File: src/rtl/pad_mux_sequencer.sv
// -----------------------------------------------------------------------------
// pad_mux_sequencer
//
// Owns the per-pad mux/config shadow registers that drive the pad controller
// and applies update requests from two requesters (port 0 = SoC control,
// port 1 = debug/boot). A mux change is made glitch-safe: the pad is isolated,
// switched, held isolated to settle, then released. A config-only change
// (same mux value) skips isolation.
//
// Optional feature macro: PAD_SEQ_LOCK_EN
//   defined   : lock_set_i sets a sticky lock (cleared only by rst_i); while
//               locked, port 0 requests are accepted but rejected with err_o.
//   undefined : lock_set_i is ignored; err_o only flags an out-of-range index.
//
// Ports
//   clk_i        single clock
//   rst_i        synchronous reset, active-high
//   req_valid_i  [2]             per-port request valid
//   req_ready_o  [2]             per-port accept, one cycle on grant
//   req_idx_i    [2*IDX_W]       pad index, port p at [p*IDX_W +: IDX_W]
//   req_mux_i    [2*MUX_W]       new mux value per port
//   req_cfg_i    [2*CFG_W]       new cfg value per port
//   lock_set_i                   pulse: set sticky lock (PAD_SEQ_LOCK_EN only)
//   busy_o                       high whenever the sequencer is not idle
//   done_o                       one-cycle completion pulse
//   done_id_o                    port that owned the completed request
//   err_o                        with done_o: request rejected, nothing written
//   pad_mux_o    [N_PADS*MUX_W]  mux shadow, pad k at [k*MUX_W +: MUX_W]
//   pad_cfg_o    [N_PADS*CFG_W]  cfg shadow, pad k at [k*CFG_W +: CFG_W]
//   pad_iso_o    [N_PADS]        per-pad isolation (at most one bit high)
// -----------------------------------------------------------------------------
module pad_mux_sequencer #(
  parameter int N_PADS        = 48,
  parameter int MUX_W         = 2,
  parameter int CFG_W         = 6,
  parameter int ISO_CYCLES    = 2,
  parameter int SETTLE_CYCLES = 4,
  parameter int IDX_W         = 6
) (
  input  logic                      clk_i,
  input  logic                      rst_i,
  input  logic [1:0]                req_valid_i,
  output logic [1:0]                req_ready_o,
  input  logic [2*IDX_W-1:0]        req_idx_i,
  input  logic [2*MUX_W-1:0]        req_mux_i,
  input  logic [2*CFG_W-1:0]        req_cfg_i,
  input  logic                      lock_set_i,
  output logic                      busy_o,
  output logic                      done_o,
  output logic                      done_id_o,
  output logic                      err_o,
  output logic [N_PADS*MUX_W-1:0]   pad_mux_o,
  output logic [N_PADS*CFG_W-1:0]   pad_cfg_o,
  output logic [N_PADS-1:0]         pad_iso_o
);

  typedef enum logic [2:0] {
    S_IDLE   = 3'd0,
    S_ISO    = 3'd1,
    S_APPLY  = 3'd2,
    S_SETTLE = 3'd3,
    S_DONE   = 3'd4
  } state_t;

  // Down-counters hold (cycles - 1) so the last counted cycle is the one at 0.
  localparam logic [7:0]     ISO_LOAD    = 8'(ISO_CYCLES - 1);
  localparam logic [7:0]     SETTLE_LOAD = 8'(SETTLE_CYCLES - 1);
  localparam logic [IDX_W:0] N_PADS_EXT  = (IDX_W+1)'(N_PADS);

  // Control state (reset)
  state_t     state_q, state_d;
  logic [7:0] cnt_q, cnt_d;
  logic       err_q, err_d;
  logic       chg_q, chg_d;
  logic       last_q, last_d;

  // Latched request (data, no reset)
  logic [IDX_W-1:0] idx_q;
  logic [MUX_W-1:0] mux_new_q;
  logic [CFG_W-1:0] cfg_new_q;
  logic             gnt_q;

  // Shadow registers
  logic [MUX_W-1:0] mux_sh [N_PADS];
  logic [CFG_W-1:0] cfg_sh [N_PADS];

  // Arbitration and request decode
  logic             gnt_any;
  logic             gnt_sel;
  logic             take;
  logic [IDX_W-1:0] sel_idx;
  logic [MUX_W-1:0] sel_mux;
  logic [CFG_W-1:0] sel_cfg;
  logic             in_range;
  logic [MUX_W-1:0] cur_mux;
  logic             lock_block;
  logic             iso_on;

  assign gnt_any = |req_valid_i;
  // Both requesting: the port that was not served last wins.
  assign gnt_sel = (&req_valid_i) ? ~last_q : req_valid_i[1];

  assign sel_idx = gnt_sel ? req_idx_i[IDX_W +: IDX_W] : req_idx_i[0 +: IDX_W];
  assign sel_mux = gnt_sel ? req_mux_i[MUX_W +: MUX_W] : req_mux_i[0 +: MUX_W];
  assign sel_cfg = gnt_sel ? req_cfg_i[CFG_W +: CFG_W] : req_cfg_i[0 +: CFG_W];
  assign in_range = ({1'b0, sel_idx} < N_PADS_EXT);

`ifdef PAD_SEQ_LOCK_EN
  logic lock_q;

  always_ff @(posedge clk_i) begin
    if (rst_i) begin
      lock_q <= 1'b0;
    end else if (lock_set_i) begin
      lock_q <= 1'b1;
    end
  end

  // Lock only fences the SoC port; debug/boot keeps full access.
  assign lock_block = lock_q && !gnt_sel;
`else
  logic unused_lock;
  assign unused_lock = lock_set_i;
  assign lock_block  = 1'b0;
`endif

  // Current mux of the requested pad; only meaningful when in_range.
  always_comb begin
    cur_mux = '0;
    for (int k = 0; k < N_PADS; k++) begin
      if (sel_idx == IDX_W'(k)) begin
        cur_mux = mux_sh[k];
      end
    end
  end

  // Ready is a combinational grant; reset masks it so nothing is accepted
  // in a cycle whose effect is discarded.
  always_comb begin
    req_ready_o = 2'b00;
    if (state_q == S_IDLE && !rst_i && gnt_any) begin
      req_ready_o = gnt_sel ? 2'b10 : 2'b01;
    end
  end

  always_comb begin
    state_d = state_q;
    cnt_d   = cnt_q;
    err_d   = err_q;
    chg_d   = chg_q;
    last_d  = last_q;
    take    = 1'b0;
    case (state_q)
      S_IDLE: begin
        if (gnt_any) begin
          take   = 1'b1;
          last_d = gnt_sel;
          if (!in_range || lock_block) begin
            err_d   = 1'b1;
            chg_d   = 1'b0;
            state_d = S_DONE;
          end else if (sel_mux != cur_mux) begin
            err_d   = 1'b0;
            chg_d   = 1'b1;
            cnt_d   = ISO_LOAD;
            state_d = S_ISO;
          end else begin
            err_d   = 1'b0;
            chg_d   = 1'b0;
            state_d = S_APPLY;
          end
        end
      end
      S_ISO: begin
        if (cnt_q == 8'd0) begin
          state_d = S_APPLY;
        end else begin
          cnt_d = cnt_q - 8'd1;
        end
      end
      S_APPLY: begin
        if (chg_q) begin
          cnt_d   = SETTLE_LOAD;
          state_d = S_SETTLE;
        end else begin
          state_d = S_DONE;
        end
      end
      S_SETTLE: begin
        if (cnt_q == 8'd0) begin
          state_d = S_DONE;
        end else begin
          cnt_d = cnt_q - 8'd1;
        end
      end
      S_DONE: begin
        state_d = S_IDLE;
      end
      default: begin
        state_d = S_IDLE;
      end
    endcase
  end

  always_ff @(posedge clk_i) begin
    if (rst_i) begin
      state_q <= S_IDLE;
      cnt_q   <= 8'd0;
      err_q   <= 1'b0;
      chg_q   <= 1'b0;
      last_q  <= 1'b1;  // port 0 wins the first contended grant
    end else begin
      state_q <= state_d;
      cnt_q   <= cnt_d;
      err_q   <= err_d;
      chg_q   <= chg_d;
      last_q  <= last_d;
    end
  end

  always_ff @(posedge clk_i) begin
    if (take) begin
      idx_q     <= sel_idx;
      mux_new_q <= sel_mux;
      cfg_new_q <= sel_cfg;
      gnt_q     <= gnt_sel;
    end
  end

  // Shadow write lands at the end of APPLY; only the addressed pad changes.
  always_ff @(posedge clk_i) begin
    if (rst_i) begin
      for (int k = 0; k < N_PADS; k++) begin
        mux_sh[k] <= '0;
        cfg_sh[k] <= '0;
      end
    end else if (state_q == S_APPLY) begin
      for (int k = 0; k < N_PADS; k++) begin
        if (idx_q == IDX_W'(k)) begin
          mux_sh[k] <= mux_new_q;
          cfg_sh[k] <= cfg_new_q;
        end
      end
    end
  end

  // Isolation covers ISO, the switching APPLY cycle and SETTLE of a mux change.
  assign iso_on = (state_q == S_ISO) || (state_q == S_SETTLE) ||
                  (state_q == S_APPLY && chg_q);

  always_comb begin
    pad_iso_o = '0;
    for (int k = 0; k < N_PADS; k++) begin
      if (iso_on && idx_q == IDX_W'(k)) begin
        pad_iso_o[k] = 1'b1;
      end
    end
  end

  for (genvar k = 0; k < N_PADS; k++) begin : g_flat
    assign pad_mux_o[k*MUX_W +: MUX_W] = mux_sh[k];
    assign pad_cfg_o[k*CFG_W +: CFG_W] = cfg_sh[k];
  end

  assign busy_o    = (state_q != S_IDLE);
  assign done_o    = (state_q == S_DONE);
  assign done_id_o = done_o && gnt_q;
  assign err_o     = done_o && err_q;

endmodule

File: config.mk
export PLATFORM = sky130hd
export DESIGN_NAME = pad_mux_sequencer
export DESIGN_NICKNAME = d
export VERILOG_FILES = /design/src/rtl/pad_mux_sequencer.sv
export SDC_FILE = /design/constraint.sdc
export NUM_CORES = 1
export LEC_CHECK = 0
export BUFFER_PORTS_ARGS = -buffer_cell sky130_fd_sc_hd__buf_2
export CAP_MARGIN = 20
export CORE_AREA = 2 2 183 185
export DETAILED_ROUTE_END_ITERATION = 10
export DIE_AREA = 0 0 185 187
export GPL_ROUTABILITY_DRIVEN = 1
export PLACE_DENSITY = 0.79
export REMOVE_ABC_BUFFERS = 1
export SLEW_MARGIN = 0
export SYNTH_ARGS = -nofsm -noshare
export SYNTH_HDL_FRONTEND = slang
export SYNTH_SLANG_ARGS = --single-unit
File: constraint.sdc
create_clock -name clk_i -period 6.9 [get_ports clk_i]
set_input_delay 0.345 -clock clk_i [delete_from_list [all_inputs] [get_ports clk_i]]
set_output_delay 0.345 -clock clk_i [all_outputs]
set_load 0.01 [all_outputs]
==> Word level (Yosys, flattened, before mapping) <==
Memory sizes are Yosys's and may differ from the RTL's.
Index checks and enable logic that the tools add are counted.
{ "word_totals": {"ff_bits": 29, "latchBits": 0, "mem_bits_rw": 384, "rom_bits": 0, "memories": 2} }
{ "memory_table": {"columns": ["name", "depth", "width", "read_ports", "rd_clocked_by_memory_dff", "wr", "line_no", "rtl"], "rows": [
  ["cfg_sh", 48, 6, 48, 0, 48, "85", "logic [CFG_W-1:0] cfg_sh [N_PADS];"],
  ["mux_sh", 48, 2, 48, 0, 48, "84", "logic [MUX_W-1:0] mux_sh [N_PADS];"]
]} }
{ "classes": {"add_sub_neg": 1, "multipliers": 0, "div_mod_pow": 0, "magnitude_cmp": 1, "eq_ne": 106, "shifts": 0, "muxes": 410, "bitwise_logic": 97, "reduce_logical": 68} }
{ "op_table": {"columns": ["op", "count"], "rows": [
  ["$mux W6", 50],
  ["$mux W1", 248],
  ["$mux W2", 100],
  ["$eq A6 B5 Y1 const B", 32],
  ["$eq A6 B6 Y1 const B", 32],
  ["$eq A6 B4 Y1 const B", 16],
  ["$or A1 B1 Y1", 96],
  ["$logic_and A1 B1 Y1", 53],
  ["$eq A6 B3 Y1 const B", 8],
  ["$mux W8", 5],
  ["$eq A6 B2 Y1 const B", 4],
  ["$pmux W8 S3", 1],
  ["$mux W3", 5],
  ["$eq A6 B1 Y1 const B", 2],
  ["$logic_not A6 Y1", 2],
  ["$ne A2 B2 Y1 const B", 6],
  ["$pmux W3 S4", 1],
  ["$logic_not A8 Y1", 1],
  ["$sub A8 B1 Y8 const B", 1],
  ["$eq A3 B2 Y1 const B", 2],
  ["$lt A6 B6 Y1 const B", 1],
  ["$reduce_and A6 Y1", 1],
  ["$reduce_bool A3 Y1", 2],
  ["$reduce_and A2 Y1", 2],
  ["other kinds (10)", 12]
]} }

==> Depth between registers and ports, before layout <==
Gate-level depths: netlist of the first run.
{ "logic_depth": {"word_depth": 57, "depth_mapped": 16, "depth_no_buf": 12} }

==> Worst setup path before layout of the first run <==
OpenSTA, ideal clock, no wires.
{ "synth_path": {"path_type": "input to register", "startpoint": "in req_valid_i[1]", "endpoint": "reg state_q[1]", "setup_ps": 67, "arrival_time_ps": 2895, "path_slack_ps": 3938, "cell_stages": 12, "path_cell_list": "a21bo_1 -> buf_6 -> mux2_4 -> a221o_1 -> a2111oi_4 -> a2bb2o_4 -> a21oi_2 -> or3b_1 -> and4_4 -> nand3_2 -> a211o_1 -> a21oi_2"} }
{ "synth_between": {"elab_chain_len": 57, "word_cells_on_any_way": 109, "cone_classes": "order compare: 1; eq/ne: 49; mux: 55; reduce/logical: 4"} }
{ "synth_lines": {"columns": ["element", "line_no", "rtl"], "rows": [
  ["start: declaration", "42", "input logic [1:0] req_valid_i,"],
  ["$reduce_and A2 Y1", "101", "assign gnt_sel = (&req_valid_i) ? ~last_q : req_valid_i[1];"],
  ["$mux W1", "101", null],
  ["$mux W6", "103", "assign sel_idx = gnt_sel ? req_idx_i[IDX_W +: IDX_W] : req_idx_i[0 +: IDX_W];"],
  ["$logic_not A6 Y1", "131", "if (sel_idx == IDX_W'(k)) begin"],
  ["$mux W2 (48 in a row)", "131", null],
  ["$ne A2 B2 Y1", "162", "end else if (sel_mux != cur_mux) begin"],
  ["$mux W2", "162", null],
  ["$mux W3", "158", "if (!in_range || lock_block) begin"],
  ["$mux W3", "155", "if (gnt_any) begin"],
  ["$pmux W3 S4", "153", "case (state_q)"],
  ["end signal: assignment", "213", "state_q <= state_d;"],
  ["end: declaration", "71", "state_t state_q, state_d;"]
]} }
Several ways; a longest one is shown, not always the timed one. The select of a mux whose other input is x is not followed.
A chain may end at the register's enable or synchronous reset.

==> Worst setup path in the final report of the first run <==
{ "layout_path": {"startpoint": "reg last_q", "endpoint": "reg cnt_q[0]"} }
{ "layout_between": {"elab_chain_len": 55, "word_cells_on_any_way": 105, "cone_classes": "order compare: 1; eq/ne: 50; mux: 51; bitwise: 1; reduce/logical: 2"} }
{ "layout_lines": {"columns": ["element", "line_no", "rtl"], "rows": [
  ["start: declaration", "75", "logic last_q, last_d;"],
  ["start signal: assignment", "217", "last_q <= last_d;"],
  ["$not A1 Y1 *", "101", null],
  ["$mux W1 *", "101", null],
  ["$mux W6", "103", null],
  ["$logic_not A6 Y1", "131", null],
  ["$mux W2 (48 in a row)", "131", null],
  ["$ne A2 B2 Y1", "162", null],
  ["$ne A2 B1 Y1 (no line)", null, null],
  ["$reduce_and A6 Y1 (no line) *", null, null],
  ["end signal: assignment", "214", "cnt_q <= cnt_d;"],
  ["end: declaration", "72", "logic [7:0] cnt_q, cnt_d;"]
]} }
Every way passes the cells marked *; elsewhere a longest branch is shown, timed or not.

==> results of run 1 <==
==> registers in the layout, indices dropped and copies added, names as in the netlist, 2 cells and up <==
| register | count |
|---|---|
| cnt_q | 8 |
| mux_new_q | 2 |
| cfg_new_q | 6 |
| idx_q | 6 |
| cfg_sh | 288 |
| mux_sh | 96 |
| state_q | 3 |
==> power by group <==
| group | leakage, nW | internal (W) | switching, W |
|---|---|---|---|
| logic | 3.71 | 0.000350 | 0.000928 |
| registers | 4.21 | 0.00306 | 0.000182 |
| clock network | 0.717 | 0.00149 | 0.000970 |
| total | 8.64 | 0.00490 | 0.00208 |
==> stage by stage <==
step | util (%) | cells | power, W
2_1_floorplan | - | 1244 | 0.003898
3_3_place_gp | 59.79 | 2174 | 0.004505
3_5_place_dp | 59.79 | 2174 | 0.004536
4_1_cts | 64.34 | 2250 | 0.006954
5_1_grt | 64.36 | 2253 | 0.007170
6_report | 64.37 | 2254 | 0.006976
==> area by class of cell <==
cell class                 count  area [um^2]  area share (%)
sequential                   413        12260           57.97
multi-input combinational    802         4273           20.20
timing repair buffer         482         2445           11.56
clock buffer                  48         1137           5.377
tap                          448        560.5           2.650
clock inverter                28        355.3           1.680
inverter                      29        108.9          0.5146
antenna                        4        10.01         0.04732
==> worst min-delay path: stages <==
cell and delay [ns]:
buf_2 0.07, nand2_1 0.04, nand2_1 0.06
==> cells in the final DEF, fill, tap and decap left out, types with 9 or more instances in the layout <==
| master | n |
|---|---|
| o21ai_0 | 14 |
| mux2i_1 | 14 |
| nand3_1 | 12 |
| a31oi_1 | 9 |
| buf_2 | 469 |
| nor4b_1 | 11 |
| a22oi_1 | 21 |
| a21oi_1 | 29 |
| nor2_1 | 361 |
| buf_4 | 13 |
| dfxtp_1 | 14 |
| edfxtp_1 | 399 |
| nand2b_1 | 43 |
| nor2b_1 | 13 |
| clkbuf_16 | 45 |
| nor3_1 | 28 |
| o21bai_1 | 16 |
| inv_1 | 28 |
| nand2_1 | 96 |
==> metal layers <==
metal	wire, um	vias to the layer above	share of wire (%)
met1	21140	6445	38
met5	34	-	0.062
met4	2023	4	3.7
met3	5769	141	10
li1	-	5662	-
met2	26190	864	47
==> worst min path at each step <==
stage / from / to / slack, ns / cells after the start
detailed placement: last_q$_SDFFE_PP1P_ / last_q$_SDFFE_PP1P_ / 0.46 / 1
global route: req_cfg_i[6] / cfg_new_q[0]$_DFFE_PP_ / 0.08 / 3
CTS: req_cfg_i[6] / cfg_new_q[0]$_DFFE_PP_ / 0.07 / 3
floorplan: rst_i / state_q[1]$_SDFFE_PP0P_ / 0.41 / 1
global placement: last_q$_SDFFE_PP1P_ / last_q$_SDFFE_PP1P_ / 0.45 / 1
finish: req_cfg_i[7] / cfg_new_q[1]$_DFFE_PP_ / 0.09 / 3
==> cells by family (layout without fill, tap and decap cells) <==
logic type / after synthesis / count (layout) / synth area share (%)
flip-flops: 413 / 413 / 72.25
adder cells (fa/ha/maj): 1 / 1 / 0.07371
buffers and inverters: 114 / 587 / 2.779
AND/OR/NAND/NOR: 629 / 629 / 16.79
AO/OA/AOI/OAI: 143 / 143 / 6.274
XOR/XNOR: 4 / 4 / 0.2065
multiplexers: 25 / 25 / 1.622
other: 0 / 4 / 0
==> Yosys cell counts (6+ instances only) <==
cell type,instances
edfxtp_1,399
a22oi_1,21
and3_1,6
nor4bb_1,9
mux2_2,8
nor4b_1,11
nand2_1,96
o21ai_0,14
nor3_1,28
a31oi_1,9
a21oi_1,29
inv_1,28
nor4_1,7
clkbuf_1,61
buf_2,17
o21bai_1,16
nand4_1,8
nor2_1,361
nand2b_1,51
nand3_1,12
mux2i_1,14
dfxtp_1,14
nor2b_1,13
==> flow_summary_export.csv, run 1 <==
group,metric,value,unit
pwr,p_per_area,329.8,nW/um^2
detailed_routing,wire_per_inst,24.47,um
placement,portBuffers,469,
worst_setup_path,slowest_delay,0.58,ns
worst_setup_path,worst_path_max_delay_cell,"inv_2",
clock_tree,h-tree-depth,2,
clock_tree,cts_buffers,43,
worst_setup_path,cp_top_family,"compound AO/OA/AOI/OAI gates",
worst_setup_path,cp.depth,13,
timing,rsz0062_at_grt,"false",
die,die_w,185,um
synth,ys_top_cells_by_area,"edfxtp_1 71%, nor2_1 8.0%, nand2_1 2.1%, nand2b_1 1.9%, dfxtp_1 1.7%",
synth,seq_area_frac_synth,72.25,%
timing,finalHoldViolCount,0,
placement,dp_hpwl,39.18,mm
timing,fin_crit,3.990,ns
detailed_routing,drt_pre_antenna_iters,5,
cells_and_area,final_nets,1805,
grt,antenna_found_initial,6,
grt,use_met1,41.87,%
clock_tree,cts_root_buf,"clkbuf_16",
worst_hold_path,hold_path_class,"in -> reg",
die,start_util,51.64,%
timing,relSlewSlack,32.43,%
placement,place_ws,2.746,ns
placement,place_area,19650,um^2
worst_setup_path,start_kind,"flop",
cells_and_area,area_growth,24.63,%
synth,synth-main-ff-cell,"edfxtp_1",
grt,overflow,0,
worst_setup_path,critPathMostFrequentCell,"nor2_1",
timing,fmax,250.6,MHz
worst_setup_path,endpoint,"cnt_q[0]$_SDFFE_PP0P_",
detailed_routing,viasPerCell,5.819,
grt,grt_use_total,30.98,%
timing,worst_hold_slack,0.09231,ns
clock_tree,cts_resized,0,
worst_setup_path,cp_data_required_time,7.35,ns
cells_and_area,final_cell_area,21150,um^2
grt,grt_busiest_layer,"met2",
synth,yosys_warnings,0,
synth,avgSynthCellArea,12.77,um^2
timing,final-setup-viol-count,0,
worst_setup_path,worst-path-max-fanout,45,
die,io_pins,471,
clock_tree,clk_pin_slew,0.06,ns
clock_tree,ctsHoldBuffers,0,
timing,drv_slew,0,
worst_setup_path,reg2reg_slack,2.91,ns
synth,synthCells,1329,
worst_setup_path,worstReg2RegEnd,"cnt_q[0]$_SDFFE_PP0P_",
detailed_routing,drt-total-wl,55.15,mm
detailed_routing,ant_nets,0,
flow_run,cap_violations,0,
pwr,p_leak,8.640,nW
die,die_y,187,um
timing,tightest_slew,1.011,ns
grt,met2_usage,49.14,%
pwr,peakVddDrop,0.0002438,V
outcome,status,"finished clean",
timing,tns,0,ns
synth,async_flop_share,0,%
grt,gr-usage-met3,7.185,%
detailed_routing,drc_errors,0,
worst_setup_path,path_class,"reg -> reg",
clock_tree,cts_tree,"done",
grt,grt_first_pass_wirelength,78.35,mm
worst_setup_path,setup.worst_path.end_class,"flop",
clock_tree,clockBufferDepth,3,
clock_tree,clock_sinks,413,
worst_setup_path,crit_chain,"a21bo_2 -> buf_4 -> inv_2 -> mux2i_1 -> a222oi_1 -> nor2_1 -> nor4_2 -> a21oi_2 -> or3b_1 -> and4_4 -> a21oi_4 -> nor2_1 -> a311oi_2",
worst_setup_path,setup.worst_path.start,"last_q$_SDFFE_PP1P_",
worst_setup_path,r2r-start,"last_q$_SDFFE_PP1P_",
die,rows,67,
synth,yosys.area.top_type,"edfxtp_1",
detailed_routing,via_count,13120,
synth,synth.distinct_cells,73,
detailed_routing,drt_iter0_markers,1355,
cells_and_area,n_fill_cell,2567,
synth,ys_seq_elements,413,
clock_tree,clk_latency,0.54,ns
grt,grt_max_degree,70,
clock_tree,postCtsSetupBuffers,0,
timing,fin_ws,2.910,ns
synth,synth.top_cell.area_share,70.60,%
synth,synth-edff-count,399,
die,core_area,32860,um^2
timing,timing.final.crit_share,57.83,%
cells_and_area,drive_gt1_share,32.63,%
synth,synth_area,16970,um^2
worst_setup_path,critical_path_buf_inv_count,2,
worst_setup_path,crit_arrival,4.44,ns
worst_setup_path,r2r_cells,13,
die,dieArea,34600,um^2
placement,gp_congestion,0.9897,
grt,grt_pass1_vias,12390,
timing,finClkSkew,0.01780,ns
No activity file was read; power rests on OpenSTA's default activity.
==> run 2: changes to the inputs <==
--- a/config.mk
+++ b/config.mk
@@ -5,11 +5,12 @@
 export SDC_FILE = /design/constraint.sdc
 export NUM_CORES = 1
 export LEC_CHECK = 0
+export ABC_AREA = 1
 export BUFFER_PORTS_ARGS = -buffer_cell sky130_fd_sc_hd__buf_2
 export CAP_MARGIN = 20
-export CORE_AREA = 2 2 183 185
+export CORE_MARGIN = 2
+export CORE_UTILIZATION = 52
 export DETAILED_ROUTE_END_ITERATION = 10
-export DIE_AREA = 0 0 185 187
 export GPL_ROUTABILITY_DRIVEN = 1
 export PLACE_DENSITY = 0.79
 export REMOVE_ABC_BUFFERS = 1
==> constraint.sdc (replaced) <==
create_clock -name clk_i -period 4.1 [get_ports clk_i]
set_input_delay 0.205 -clock clk_i [delete_from_list [all_inputs] [get_ports clk_i]]
set_output_delay 0.205 -clock clk_i [all_outputs]
set_load 0.01 [all_outputs]
==> run 2 against run 1 <==
  * The run now ends with setup timing left
  * Sequential share of layout area shrank 0.49 points
  * Synthesized cell count grew 6.1%
  * Non-clock buffer count grew 77
  * First-iteration DRC count grew 11%
  * Synthesized area shrank 3.0%
  * Setup slack lost 3.1 ns
  * Combinational power grew 110%
  * Global-route usage grew 1.6 points
  * Design area grew 0.86%
  * Maximum frequency shrank 7.6%
  * Critical endpoint is now cnt_q[5]$_SDFFE_PP0P_
==> flow_summary_export.csv, run 2 <==
group,metric,value,unit
detailed_routing,via_count,13460,
timing,rsz0062_at_grt,"true",
synth,ys_seq_elements,413,
synth,synth.distinct_cells,35,
worst_setup_path,r2r_cells,34,
worst_setup_path,worst_path_max_delay_cell,"dfxtp_2",
cells_and_area,n_fill_cell,2320,
timing,final-setup-viol-count,11,
synth,synth-edff-count,399,
worst_setup_path,crit_arrival,4.72,ns
pwr,peakVddDrop,0.0003873,V
worst_hold_path,hold_path_startpoint,"req_idx_i[1]",
clock_tree,clk_latency,0.54,ns
synth,synth_area,16450,um^2
die,rows,65,
worst_setup_path,reg2reg_slack,-0.22,ns
synth,yosysMostFrequentCell,"nor2_1",
synth,yosys.area.top_type,"edfxtp_1",
clock_tree,clk_pin_slew,0.06,ns
synth,async_flop_share,0,%
cells_and_area,multi_input_area,3770,um^2
synth,synthCells,1410,
worst_setup_path,path_class,"reg -> reg",
cells_and_area,regArea,12260,um^2
die,die_w,181.9,um
worst_setup_path,slowest_delay,0.34,ns
timing,fin_ws,-0.2197,ns
die,dieArea,33080,um^2
synth,synth.top_cells.by_count,"435 x nor2_1, 399 x edfxtp_1, 223 x nand2_1, 77 x inv_1, 53 x nand3_1",
cells_and_area,utilization,67.96,%
worst_hold_path,min_to,"idx_q[1]$_DFFE_PP_",
pwr,p_leak,9.134,nW
grt,grt_use_total,32.55,%
pwr,p_per_area,557.4,nW/um^2
timing,fmax,231.5,MHz
grt,grt_pass1_vias,12810,
grt,grt_max_degree,36,
cells_and_area,final_nets,1993,
synth,seq_area_frac_synth,74.52,%
clock_tree,clock_sinks,413,
die,io_pins,471,
timing,tns,-1.875,ns
worst_setup_path,cp_data_required_time,4.50,ns
clock_tree,cts_root_buf,"clkbuf_16",
cells_and_area,reg_top3,"cfg_sh: 288 flops, mux_sh: 96 flops, cnt_q: 8 flops",
cells_and_area,final_cell_mix,"470 x buf_2, 429 x nor2_1, 399 x edfxtp_1",
detailed_routing,viasPerCell,5.616,
worst_setup_path,setup.worst_path.end_class,"flop",
timing,finalHoldViolCount,0,
grt,overflow,0,
synth,yosys_warnings,0,
synth,avgSynthCellArea,11.67,um^2
detailed_routing,drt_pre_antenna_iters,6,
detailed_routing,ant_nets,0,
worst_setup_path,critical_path_buf_inv_count,1,
timing,worst_hold_slack,0.04227,ns
outcome,violations,"setup timing",
grt,antenna_found_initial,7,
worst_hold_path,hold_path_class,"in -> reg",
pwr,power,0.01189,W
worst_hold_path,holdPathStages,3,
placement,dp_hpwl,39.18,mm
cells_and_area,area_growth,29.66,%
die,start_util,52.42,%
synth,synth.top_cell.area_share,72.82,%
worst_setup_path,cp_top_family,"simple AND/OR/NAND/NOR gates",
synth,ys_top_cells_by_area,"edfxtp_1 73%, nor2_1 9.9%, nand2_1 5.1%, inv_1 1.8%, dfxtp_1 1.7%",
cells_and_area,top_register,"cfg_sh",
die,core_area,31390,um^2
detailed_routing,drc_errors,0,
clock_tree,h-tree-depth,2,
die,die_y,181.9,um
flow_run,cap_violations,0,
placement,gp_congestion,1.011,
timing,fin_crit,4.320,ns
grt,grt_first_pass_wirelength,79.46,mm
worst_setup_path,worstReg2RegEnd,"cnt_q[5]$_SDFFE_PP0P_",
timing,relSlewSlack,34.03,%
worst_setup_path,critPathMostFrequentCell,"nand4_1",
worst_setup_path,r2r-start,"last_q$_SDFFE_PP1P_",
placement,portBuffers,469,
clock_tree,clockBufferDepth,3,
detailed_routing,drt_iter0_markers,1508,
worst_setup_path,worst-path-max-fanout,6,
timing,timing.final.crit_share,105.4,%
clock_tree,cts_buffers,42,
detailed_routing,drt-total-wl,55.39,mm
timing,finClkSkew,0.01952,ns
clock_tree,cts_tree,"done",
synth,synth-main-ff-cell,"edfxtp_1",
timing,tightest_slew,0.9859,ns
worst_setup_path,start_kind,"flop",
cells_and_area,largest_register_ffs,288,
detailed_routing,wire_per_inst,23.12,um
outcome,status,"complete, but fails checks",
cells_and_area,mostFrequentLayoutCell,"buf_2",
timing,drv_slew,0,
cells_and_area,drive_gt1_share,33.40,%
-- run 2: changes by cell type after synthesis, moves of 14 or more --
cell      change
clkinv_1     +15
buf_2        -17
a21oi_1      -15
o21bai_1     -15
nand3_1      +41
nor3_1       -20
nand2_1     +127
mux2i_1      -14
a22oi_1      -21
nor2_1       +74
nand2b_1     -51
nand4_1      +25
inv_1        +49
-- run 2: routing by layer --
metal  up-vias  share of wire, %  routed length, um  track usage (%)
li1       5872                 -                  -                -
met1      6564                37              20450            42.18
met2       893                48              26740            53.90
met3       124                12               6397            8.885
met4         2               3.2               1786            10.29
met5         -             0.020                 11                0
-- run 2: worst reg2reg max path: cells and delay by family (launching register included) --
family / cells / cell delay (ns)
AO/OA/AOI/OAI: 1 / 0.07
buffers and inverters: 1 / 0.13
flip-flops: 1 / 0.34
AND/OR/NAND/NOR: 32 / 3.65
-- run 2: layout make-up --
type	count	share of cell area (%)
Tap cell	402	2.358
Inverter	93	1.648
Sequential cell	413	57.48
Clock buffer	49	5.050
Clock inverter	24	1.284
Timing Repair Buffer	559	14.44
Multi-Input combinational cell	850	17.67
Antenna cell	6	0.07038
-- run 2: power by group --
part | internal (W) | leakage [nW] | switching, W
Sequential | 0.00514 | 4.21 | 0.000209
Clock | 0.00221 | 0.665 | 0.00160
Combinational | 0.000736 | 4.26 | 0.00200
Total | 0.00808 | 9.13 | 0.00381
-- run 2: worst max-delay path by stage --
stage	start	endpoint	slack, ns	cells after the start
after global routing	last_q$_SDFFE_PP1P_	cnt_q[5]$_SDFFE_PP0P_	-0.66	34
after CTS	last_q$_SDFFE_PP1P_	cnt_q[5]$_SDFFE_PP0P_	-0.05	34
after detailed placement	req_valid_i[0]	cnt_q[0]$_SDFFE_PP0P_	-0.14	40
after global placement	req_valid_i[0]	cnt_q[0]$_SDFFE_PP0P_	-0.05	40
final	last_q$_SDFFE_PP1P_	cnt_q[5]$_SDFFE_PP0P_	-0.22	34
after floorplan	state_q[1]$_SDFFE_PP0P_	pad_iso_o[0]	-1.15	4
-- run 2: timing repair --
item,CTS,global route
resized for setup,28,9
endpoints found under the hold margin,7,0
gates cloned,2,0
hold buffers,13,0
pin swaps,2,4
setup buffers,14,3
endpoints found under the setup margin,10,11
-- run 2: cell families after synthesis --
logic type	count (synthesis)	share of synthesized area (%)
and+or+nand+nor	799	20.20
DFF	413	74.52
buffers and inverters	149	3.559
AOI/OAI and AO/OA	44	1.437
xor gates and xnor gates	4	0.2130
adders and majority gates	1	0.07603
-- run 2: through the flow --
stage                     cells  instance area, um^2  setup WS, ns
final                      2396                21330       -0.2197
after global routing       2391                21320       -0.6635
after global placement     2282                19540      -0.04964
after detailed placement   2283                19540       -0.1372
after floorplan            1354                16220        -1.152
after CTS                  2385                21250      -0.05212
==> run 3: changes to the inputs <==
--- a/config.mk
+++ b/config.mk
@@ -13,6 +13,7 @@
 export DETAILED_ROUTE_END_ITERATION = 10
 export GPL_ROUTABILITY_DRIVEN = 1
 export PLACE_DENSITY = 0.79
+export RECOVER_POWER = 100
 export REMOVE_ABC_BUFFERS = 1
 export SLEW_MARGIN = 0
 export SYNTH_ARGS = -nofsm -noshare
==> run 3 against run 2 <==
  * The flow still finishes with violations (setup timing)
  * Critical endpoint is now cnt_q[1]$_SDFFE_PP0P_
  * Highest routed layer unchanged
  * Flip-flop and latch count is the same
  * Largest cell class unchanged
  * Largest power group unchanged
  * Global-route usage is the same
  * Sequential share of layout area is essentially flat
==> flow_summary_export.csv, run 3 (synthesized netlist as in run 2, its figures left out) <==
group,metric,value,unit
pwr,p_clk_share,32.0,%
cells_and_area,area_growth,29.55,%
timing,finalHoldViolCount,0,
pwr,p_int,0.008077,W
worst_setup_path,worst-path-max-fanout,6,
clock_tree,cts_buffers,42,
worst_setup_path,setup.worst_path.start,"last_q$_SDFFE_PP1P_",
detailed_routing,via_count,13370,
cells_and_area,mostFrequentLayoutCell,"buf_2",
timing,relSlewSlack,31.08,%
flow_run,cap_violations,0,
timing,finClkSkew,0.01922,ns
timing,rsz0062_at_grt,"true",
timing,final-setup-viol-count,11,
worst_setup_path,slowest_delay,0.34,ns
timing,timing.final.crit_share,106.6,%
detailed_routing,wire_per_inst,23.14,um
timing,drv_slew,0,
die,io_pins,471,
detailed_routing,drt-total-wl,55.43,mm
clock_tree,clk_latency,0.54,ns
pwr,p_leak,9.119,nW
worst_setup_path,cp_data_required_time,4.57,ns
pwr,power_switching_share,31.99,%
worst_setup_path,endpoint,"cnt_q[1]$_SDFFE_PP0P_",
timing,tightest_slew,1.030,ns
timing,fmax,228.9,MHz
pwr,p_per_area,557.1,nW/um^2
placement,portBuffers,469,
worst_setup_path,worst_path_max_delay_cell,"dfxtp_2",
cells_and_area,top_register,"cfg_sh",
detailed_routing,drt_iter0_markers,1420,
cells_and_area,final_nets,1993,
detailed_routing,viasPerCell,5.584,
cells_and_area,largest_register_ffs,288,
worst_hold_path,hold_path_class,"in -> reg",
worst_setup_path,start_kind,"flop",
pwr,switchingPower,0.003800,W
worst_setup_path,crit_arrival,4.84,ns
grt,overflow,0,
timing,fin_crit,4.369,ns
clock_tree,clock_sinks,413,
pwr,seq_power_share,45.0,%
die,die_w,181.9,um
cells_and_area,final_cell_area,21320,um^2
detailed_routing,drt_pre_antenna_iters,7,
worst_setup_path,critPathMostFrequentCell,"nand4_1",
placement,dp_hpwl,39.18,mm
worst_setup_path,r2r_cells,35,
detailed_routing,ant_nets,0,
clock_tree,clk_pin_slew,0.06,ns
cells_and_area,final_cell_mix,"470 x buf_2, 429 x nor2_1, 399 x edfxtp_1",
cells_and_area,utilization,67.90,%
placement,place_ws,-0.1372,ns
timing,worst_hold_slack,0.04350,ns
placement,place_area,19540,um^2
grt,grt_pass1_vias,12810,
cells_and_area,drive_gt1_share,33.20,%
worst_setup_path,setup.worst_path.end_class,"flop",
pwr,p_comb_share,22.9,%
clock_tree,clockBufferDepth,3,
cells_and_area,n_fill_cell,2327,
clock_tree,cts_root_buf,"clkbuf_16",
die,die_y,181.9,um
detailed_routing,drc_errors,0,
cells_and_area,reg_top3,"cfg_sh: 288 flops, mux_sh: 96 flops, cnt_q: 8 flops",
worst_setup_path,reg2reg_slack,-0.27,ns
outcome,status,"complete, but fails checks",
clock_tree,h-tree-depth,2,
grt,grt_use_total,32.55,%
worst_setup_path,path_class,"reg -> reg",
grt,antenna_found_initial,7,
die,start_util,52.42,%
pwr,peakVddDrop,0.0003859,V
pwr,power,0.01188,W
die,rows,65,
grt,grt_max_degree,36,
placement,gp_congestion,1.011,
timing,fin_ws,-0.2693,ns
grt,grt_first_pass_wirelength,79.46,mm
die,core_area,31390,um^2
worst_setup_path,r2r-start,"last_q$_SDFFE_PP1P_",
clock_tree,cts_tree,"done",
die,dieArea,33080,um^2
worst_setup_path,worstReg2RegEnd,"cnt_q[1]$_SDFFE_PP0P_",
outcome,violations,"setup timing",
==> run 3: metrics by stage <==
step	TNS, ns	instances
6_report	-2.344	2395
3_3_place_gp	-0.08845	2282
4_1_cts	-0.2541	2385
2_1_floorplan	-55.38	1354
3_5_place_dp	-0.9043	2283
5_1_grt	-6.636	2391
==> run 3: how the worst min path moves through the flow <==
stage / endpoint / depth (start not counted) / start
2_1_floorplan: cnt_q[2]$_SDFFE_PP0P_ / 1 / rst_i
5_1_grt: idx_q[1]$_DFFE_PP_ / 3 / req_idx_i[1]
3_5_place_dp: cfg_new_q[0]$_DFFE_PP_ / 3 / req_cfg_i[6]
6_report: idx_q[1]$_DFFE_PP_ / 3 / req_idx_i[1]
3_3_place_gp: cnt_q[7]$_SDFFE_PP0P_ / 2 / cnt_q[7]$_SDFFE_PP0P_
4_1_cts: idx_q[1]$_DFFE_PP_ / 3 / req_idx_i[1]
==> run 3: routing by layer <==
| metal | global-route usage, % | vias to the layer above | wire, um |
|---|---|---|---|
| met1 | 42.18 | 6487 | 20330 |
| met2 | 53.90 | 886 | 26690 |
| met5 | 0 | - | 11 |
| met4 | 10.29 | 2 | 1815 |
| met3 | 8.885 | 128 | 6586 |
| li1 | - | 5871 | - |
==> run 3: timing repair <==
action,CTS,global route
pin swaps,2,4
gates resized for setup,28,9
buffers inserted,14,3
hold buffers,13,0
cloned,2,0
endpoints found under the hold margin,7,0
setup endpoints to repair,10,11
==> run 3: power groups by stage <==
stage / clock network (W) / logic (W) / registers [W]
after floorplan: 0 / 0.00115 / 0.00553
after global placement: 0 / 0.00247 / 0.00541
after detailed placement: 0 / 0.00252 / 0.00542
after CTS: 0.00382 / 0.00264 / 0.00534
after global routing: 0.00397 / 0.00289 / 0.00538
final: 0.00381 / 0.00272 / 0.00535
==> run 3: critical path: cells and delay by family (launching register included) <==
kind,cells,cell delay (ns)
and+or+nand+nor,34,3.81
buffers and inverters,1,0.13
DFF,1,0.34
==> run 3: final cells by class <==
class / count / area, um^2 / share of cell area, %
clock buffers: 49 / 1077 / 5.054
diodes: 5 / 12.51 / 0.05870
repair buffers: 559 / 3065 / 14.38
clock inverters: 24 / 274.0 / 1.285
multi-input cells: 850 / 3770 / 17.69
inverters: 93 / 351.6 / 1.649
well taps: 402 / 503.0 / 2.360
flip-flops and latches: 413 / 12260 / 57.53
